**config.mk**
```make
export PLATFORM = sky130hd
export DESIGN_NAME = reg_file
export DESIGN_NICKNAME = d
export VERILOG_FILES = /design/src/rtl/reg_file.sv
export SDC_FILE = /design/constraint.sdc
export NUM_CORES = 2
export LEC_CHECK = 0
export BUFFER_PORTS_ARGS = -buffer_cell sky130_fd_sc_hd__buf_2
export CORE_MARGIN = 3
export CORE_UTILIZATION = 50
export CTS_BUF_LIST = sky130_fd_sc_hd__clkbuf_8
export CTS_CLUSTER_DIAMETER = 200
export DETAILED_ROUTE_END_ITERATION = 7
export PLACE_DENSITY_LB_ADDON = 0.15
export REMOVE_ABC_BUFFERS = 1
export SYNTH_ARGS = -nofsm -noshare
export SYNTH_HDL_FRONTEND = slang
export SYNTH_SLANG_ARGS = --single-unit
```
**constraint.sdc**
```tcl
create_clock -name clk -period 4.27 [get_ports clk]
set_clock_uncertainty 0.15 [all_clocks]
set_input_delay 0.427 -clock clk [delete_from_list [all_inputs] [get_ports clk]]
set_output_delay 0.427 -clock clk [all_outputs]
set_load 0.02 [all_outputs]
```
**src/rtl/reg_file.sv**
```systemverilog
// Architectural integer register file: two registered read ports, one writeback
// write port and a per-register pending scoreboard that reads back as a bubble.
package core;
  localparam int XLEN = 32;
  localparam int NREG = 32;
  localparam int AW   = $clog2(NREG);

  typedef struct packed {
    logic [AW-1:0] addr;
    logic          en;
  } rf_read_req_t;

  typedef struct packed {
    logic [XLEN-1:0] value;
    logic            valid;
    logic            done;
  } rf_read_rsp_t;
endpackage

module reg_file #(
  parameter int XLEN = core::XLEN,
  parameter int NREG = core::NREG,
  parameter int AW   = $clog2(NREG)
) (
  input  logic               clk,
  input  logic               rst,
  input  core::rf_read_req_t rs1_rf_read_req,
  input  core::rf_read_req_t rs2_rf_read_req,
  output core::rf_read_rsp_t rs1_rf_read_rsp,
  output core::rf_read_rsp_t rs2_rf_read_rsp,
  input  logic               wr_en,
  input  logic [AW-1:0]      wr_addr,
  input  logic [XLEN-1:0]    wr_value,
  input  logic               rsv_en,
  input  logic [AW-1:0]      rsv_addr,
  input  logic               flush
);

  localparam int NPORT = 2;

  logic [XLEN-1:0]    regs_r [NREG];
  logic [NREG-1:0]    pend_r;
  logic [NREG-1:0]    pend_nxt_s;
  logic               wr_live_s;
  logic               rsv_live_s;

  core::rf_read_req_t req_s     [NPORT];
  core::rf_read_rsp_t rsp_s     [NPORT];
  logic [XLEN-1:0]    fwd_s     [NPORT];
  logic               vld_nxt_s [NPORT];

  logic               done_r    [NPORT];
  logic [AW-1:0]      cap_r     [NPORT];
  logic [XLEN-1:0]    val_r     [NPORT];
  logic               vld_r     [NPORT];

  assign req_s[0] = rs1_rf_read_req;
  assign req_s[1] = rs2_rf_read_req;
  assign rs1_rf_read_rsp = rsp_s[0];
  assign rs2_rf_read_rsp = rsp_s[1];

  assign wr_live_s  = wr_en  && (wr_addr  != {AW{1'b0}});
  assign rsv_live_s = rsv_en && (rsv_addr != {AW{1'b0}});

  // Next pending vector: write clears, reserve then sets (so it wins), flush overrides both.
  always_comb begin
    pend_nxt_s = pend_r;
    if (flush) begin
      pend_nxt_s = {NREG{1'b0}};
    end else begin
      pend_nxt_s[wr_addr]  = wr_live_s  ? 1'b0 : pend_nxt_s[wr_addr];
      pend_nxt_s[rsv_addr] = rsv_live_s ? 1'b1 : pend_nxt_s[rsv_addr];
    end
    pend_nxt_s[0] = 1'b0;
  end

  // Storage and scoreboard update; x0 is never written.
  always_ff @(posedge clk) begin
    if (rst) begin
      for (int i = 0; i < NREG; i++) begin
        regs_r[i] <= {XLEN{1'b0}};
      end
      pend_r <= {NREG{1'b0}};
    end else begin
      if (wr_live_s) begin
        regs_r[wr_addr] <= wr_value;
      end
      pend_r <= pend_nxt_s;
    end
  end

  // Per-port read value with same-cycle write forwarding, and next-cycle validity.
  always_comb begin
    for (int p = 0; p < NPORT; p++) begin
      if (req_s[p].addr == {AW{1'b0}}) begin
        fwd_s[p] = {XLEN{1'b0}};
      end else if (wr_en && (wr_addr == req_s[p].addr)) begin
        fwd_s[p] = wr_value;
      end else begin
        fwd_s[p] = regs_r[req_s[p].addr];
      end
      vld_nxt_s[p] = ~pend_nxt_s[req_s[p].addr];
    end
  end

  // Per-port captured request and response state, refreshed every cycle.
  always_ff @(posedge clk) begin
    for (int p = 0; p < NPORT; p++) begin
      if (rst) begin
        done_r[p] <= 1'b0;
        cap_r[p]  <= {AW{1'b0}};
        val_r[p]  <= {XLEN{1'b0}};
        vld_r[p]  <= 1'b0;
      end else begin
        done_r[p] <= req_s[p].en;
        cap_r[p]  <= req_s[p].addr;
        val_r[p]  <= fwd_s[p];
        vld_r[p]  <= vld_nxt_s[p];
      end
    end
  end

  // Response masking: done only while the captured request is still being presented.
  always_comb begin
    for (int p = 0; p < NPORT; p++) begin
      rsp_s[p].done  = done_r[p] && req_s[p].en && (req_s[p].addr == cap_r[p]) && !rst;
      rsp_s[p].valid = rsp_s[p].done && vld_r[p];
      if (rst) begin
        rsp_s[p].value = {XLEN{1'b0}};
      end else begin
        rsp_s[p].value = val_r[p];
      end
    end
  end

endmodule

```
==> out/metrics.csv <==
metric,value,unit
fp.dieH,356,um
critical_path_class,reg2reg,
cp_max_fo,12,
ctsResizeCount,0,
firstDrtPassIters,6,
place_congestion,0.938,
cp-start-kind,flip-flop,
num_rows,127,
yosysTopAreaCellShare,50.2,%
core_area,121000,um2
avgSynthCellArea,13.7,um2
comb_power_share,13.7,%
cts_buffers,191,
period_share,91.3,%
cts_buffer_depth,3,
required,4.94,ns
ys_ff_latch,1133,
arrival,4.57,ns
fp.dieW,356,um
cpLargestDelayFamily,compound AO/OA/AOI/OAI gates,
cts_root_buf,clkbuf_8,
final_common_cell,edfxtp_1,
grt_usage,35.3,%
antenna_left,0,
ios,127,
start_util,50.7,%
hpwlAfterDp,133,mm
syn-cell-area,61200,um2
grt_pass1_vias,42500,
grt_overflow,0,
fillers,9665,
cts_tree,yes,
ys_types,84,
clkPwrFrac,36.8,%
post_drt_via_cell_ratio,6.69,
worst_slack,0.371,ns
fmax,256,MHz
final_cell_mix,"edfxtp_1, and2_1, mux4_2, mux2i_1, buf_4",
power_frac_seq,49.6,%
path_cells,mux4_2 > a22o_1 > nor2_4 > a311oi_2 > o32ai_2 > nor4_4 > and2_4 > o31ai_2 > o211ai_1 > or4_1 > a221oi_2,
grt_pass1_wl,315,mm
multi_input_area,26800,um2
drc,0,
num_vias,43200,
final_hold_viol_count,0,
async_flop_share,0,%
final_cell_area,69500,um2
slowest_stage,or4_1,
io_buffers,126,
synth_area_leader_cell,edfxtp_1,
place_ws,0.0227,ns
cts.sinks,1133,
max_stage_delay,0.59,ns
r2r_setup_slack,0.37,ns
register_area,32900,um2
drv_cap,0,
min_path_cells,5,
fin_nets,4729,
drt_iter0_drc,6412,
power_density,378,nW/um2
wl_per_cell,34.6,um
synthCells,4472,
swShare,26.8,%
outcome,"finished, final reports clean",
rr_worst_depth,11,
antenna_found_initial,29,
floorplan.die_area,127000,um2
seq_area_frac_synth,53.8,%
path_buf_inv,0,
switchingPower,7.04,mW
routed_wl,223,mm
worstMarginPinSlew,1.33,ns
maxSlewViolCount,0,
internal_power,19.2,mW
clkTransAtPathRegs,0.07,ns
post-route-min-period,3.90,ns
htree_levels,4,
crit_path_end_kind,flip-flop,
syn_to_final_growth,13.5,%
ir_drop,300,uV
ys_warn_count,0,
synth_ff_type,edfxtp_1,
synth_area_leaders,"edfxtp_1, mux4_2, and2_1, mux2i_1, dfxtp_1",
setup_viol,0,
hold_path_class,in2reg,
synth_edf_count,1024,
insertion_delay,0.91,ns
cp.depth,11,
grt_max_degree,82,
relSlewSlack,10.1,%
place_area,65300,um2
layout-drive-gt1-share,25.3,%
p_leak,25.0,nW
grt_setup_unrepaired,no,
[flip-flops by register name, summed over array words and instances, names as in the netlist]
name / flops
cap_r: 10
regs_r: 1024
val_r: 64
done_r: 2
vld_r: 2
pend_r: 31
[cell usage after synthesis, drive strengths merged, types with 15 or more instances]
cell and number:
nor2 194, nor2b 87, nand3 22, o21ai 85
dfxtp 109, a22oi 71, clkbuf 402, nand2 97
o211ai 75, nor3 15, a21oi 42, mux4 454
a221oi 133, edfxtp 1024, o311ai 19, mux2i 301
a211oi 44, or2 37, a31oi 15, and2 997
buf 73
[layer usage]
| metal | routed length (um) | GRT usage [%] |
|---|---|---|
| met3 | 27200 | 8.90 |
| met2 | 102000 | 53.8 |
| met5 | 39 | 0 |
| met1 | 83300 | 47.8 |
| met4 | 11200 | 16.5 |
[repair_timing]
| action | 4_1_cts | 5_1_grt |
|---|---|---|
| endpoints found under the hold margin | 833 | 0 |
| hold buffers | 41 | 0 |
| buffers inserted | 0 | 0 |
| endpoints found under the setup margin | 0 | 0 |
[per-stage QoR]
stage / utilization [%] / total power [mW] / hold WS (ns) / std cells / setup TNS, ns
floorplan: - / 14.9 / 0.343 / 4028 / -52.02
global placement: 54.1 / 16.7 / 0.540 / 6048 / -0.00453
detailed placement: 54.1 / 16.7 / 0.547 / 6048 / 0
CTS: 57.5 / 26.3 / 0.00615 / 6444 / 0
global route: 57.5 / 27.1 / 0.0632 / 6446 / 0
finish: 57.5 / 26.3 / 0.0938 / 6461 / 0
[final timing paths]
path / start / to
hold / removal: rsv_addr[1] / pend_r[3]
hold reg to reg: pend_r[1] / pend_r[1]
setup reg to reg: pend_r[22] / vld_r[0]
setup / recovery: pend_r[22] / vld_r[0]
[kinds of logic after synthesis]
kind of cell              share of synthesized area, %
AOI/OAI and AO/OA                                 6.83
buffers and inverters                             3.08
other                                          0.00612
DFF                                               53.8
xor gates and xnor gates                         0.329
muxes                                             21.7
and+or+nand+nor                                   14.3
[cell type report]
type | instances | share of cell area, %
Sequential cell | 1133 | 47.4
Multi-Input combinational cell | 2882 | 38.6
Timing Repair Buffer | 449 | 5.60
Clock buffer | 217 | 4.30
Tap cell | 1612 | 2.90
Clock inverter | 138 | 1.11
Inverter | 13 | 0.0792
Antenna cell | 17 | 0.0612
[tightest hold or removal path, stage by stage]
cell     delay (ns)
buf_2          0.15
buf_4          0.19
nand3_1        0.12
o31ai_1        0.11
nor2_1         0.10
[power groups by stage]
stage	logic, mW	clock network [mW]	registers (mW)
2_1_floorplan	1.80	0	13.1
3_3_place_gp	3.48	0	13.2
3_5_place_dp	3.50	0	13.2
4_1_cts	3.54	9.75	13.0
5_1_grt	3.72	10.3	13.1
6_report	3.59	9.66	13.0
(Power assumes the default switching activity.)
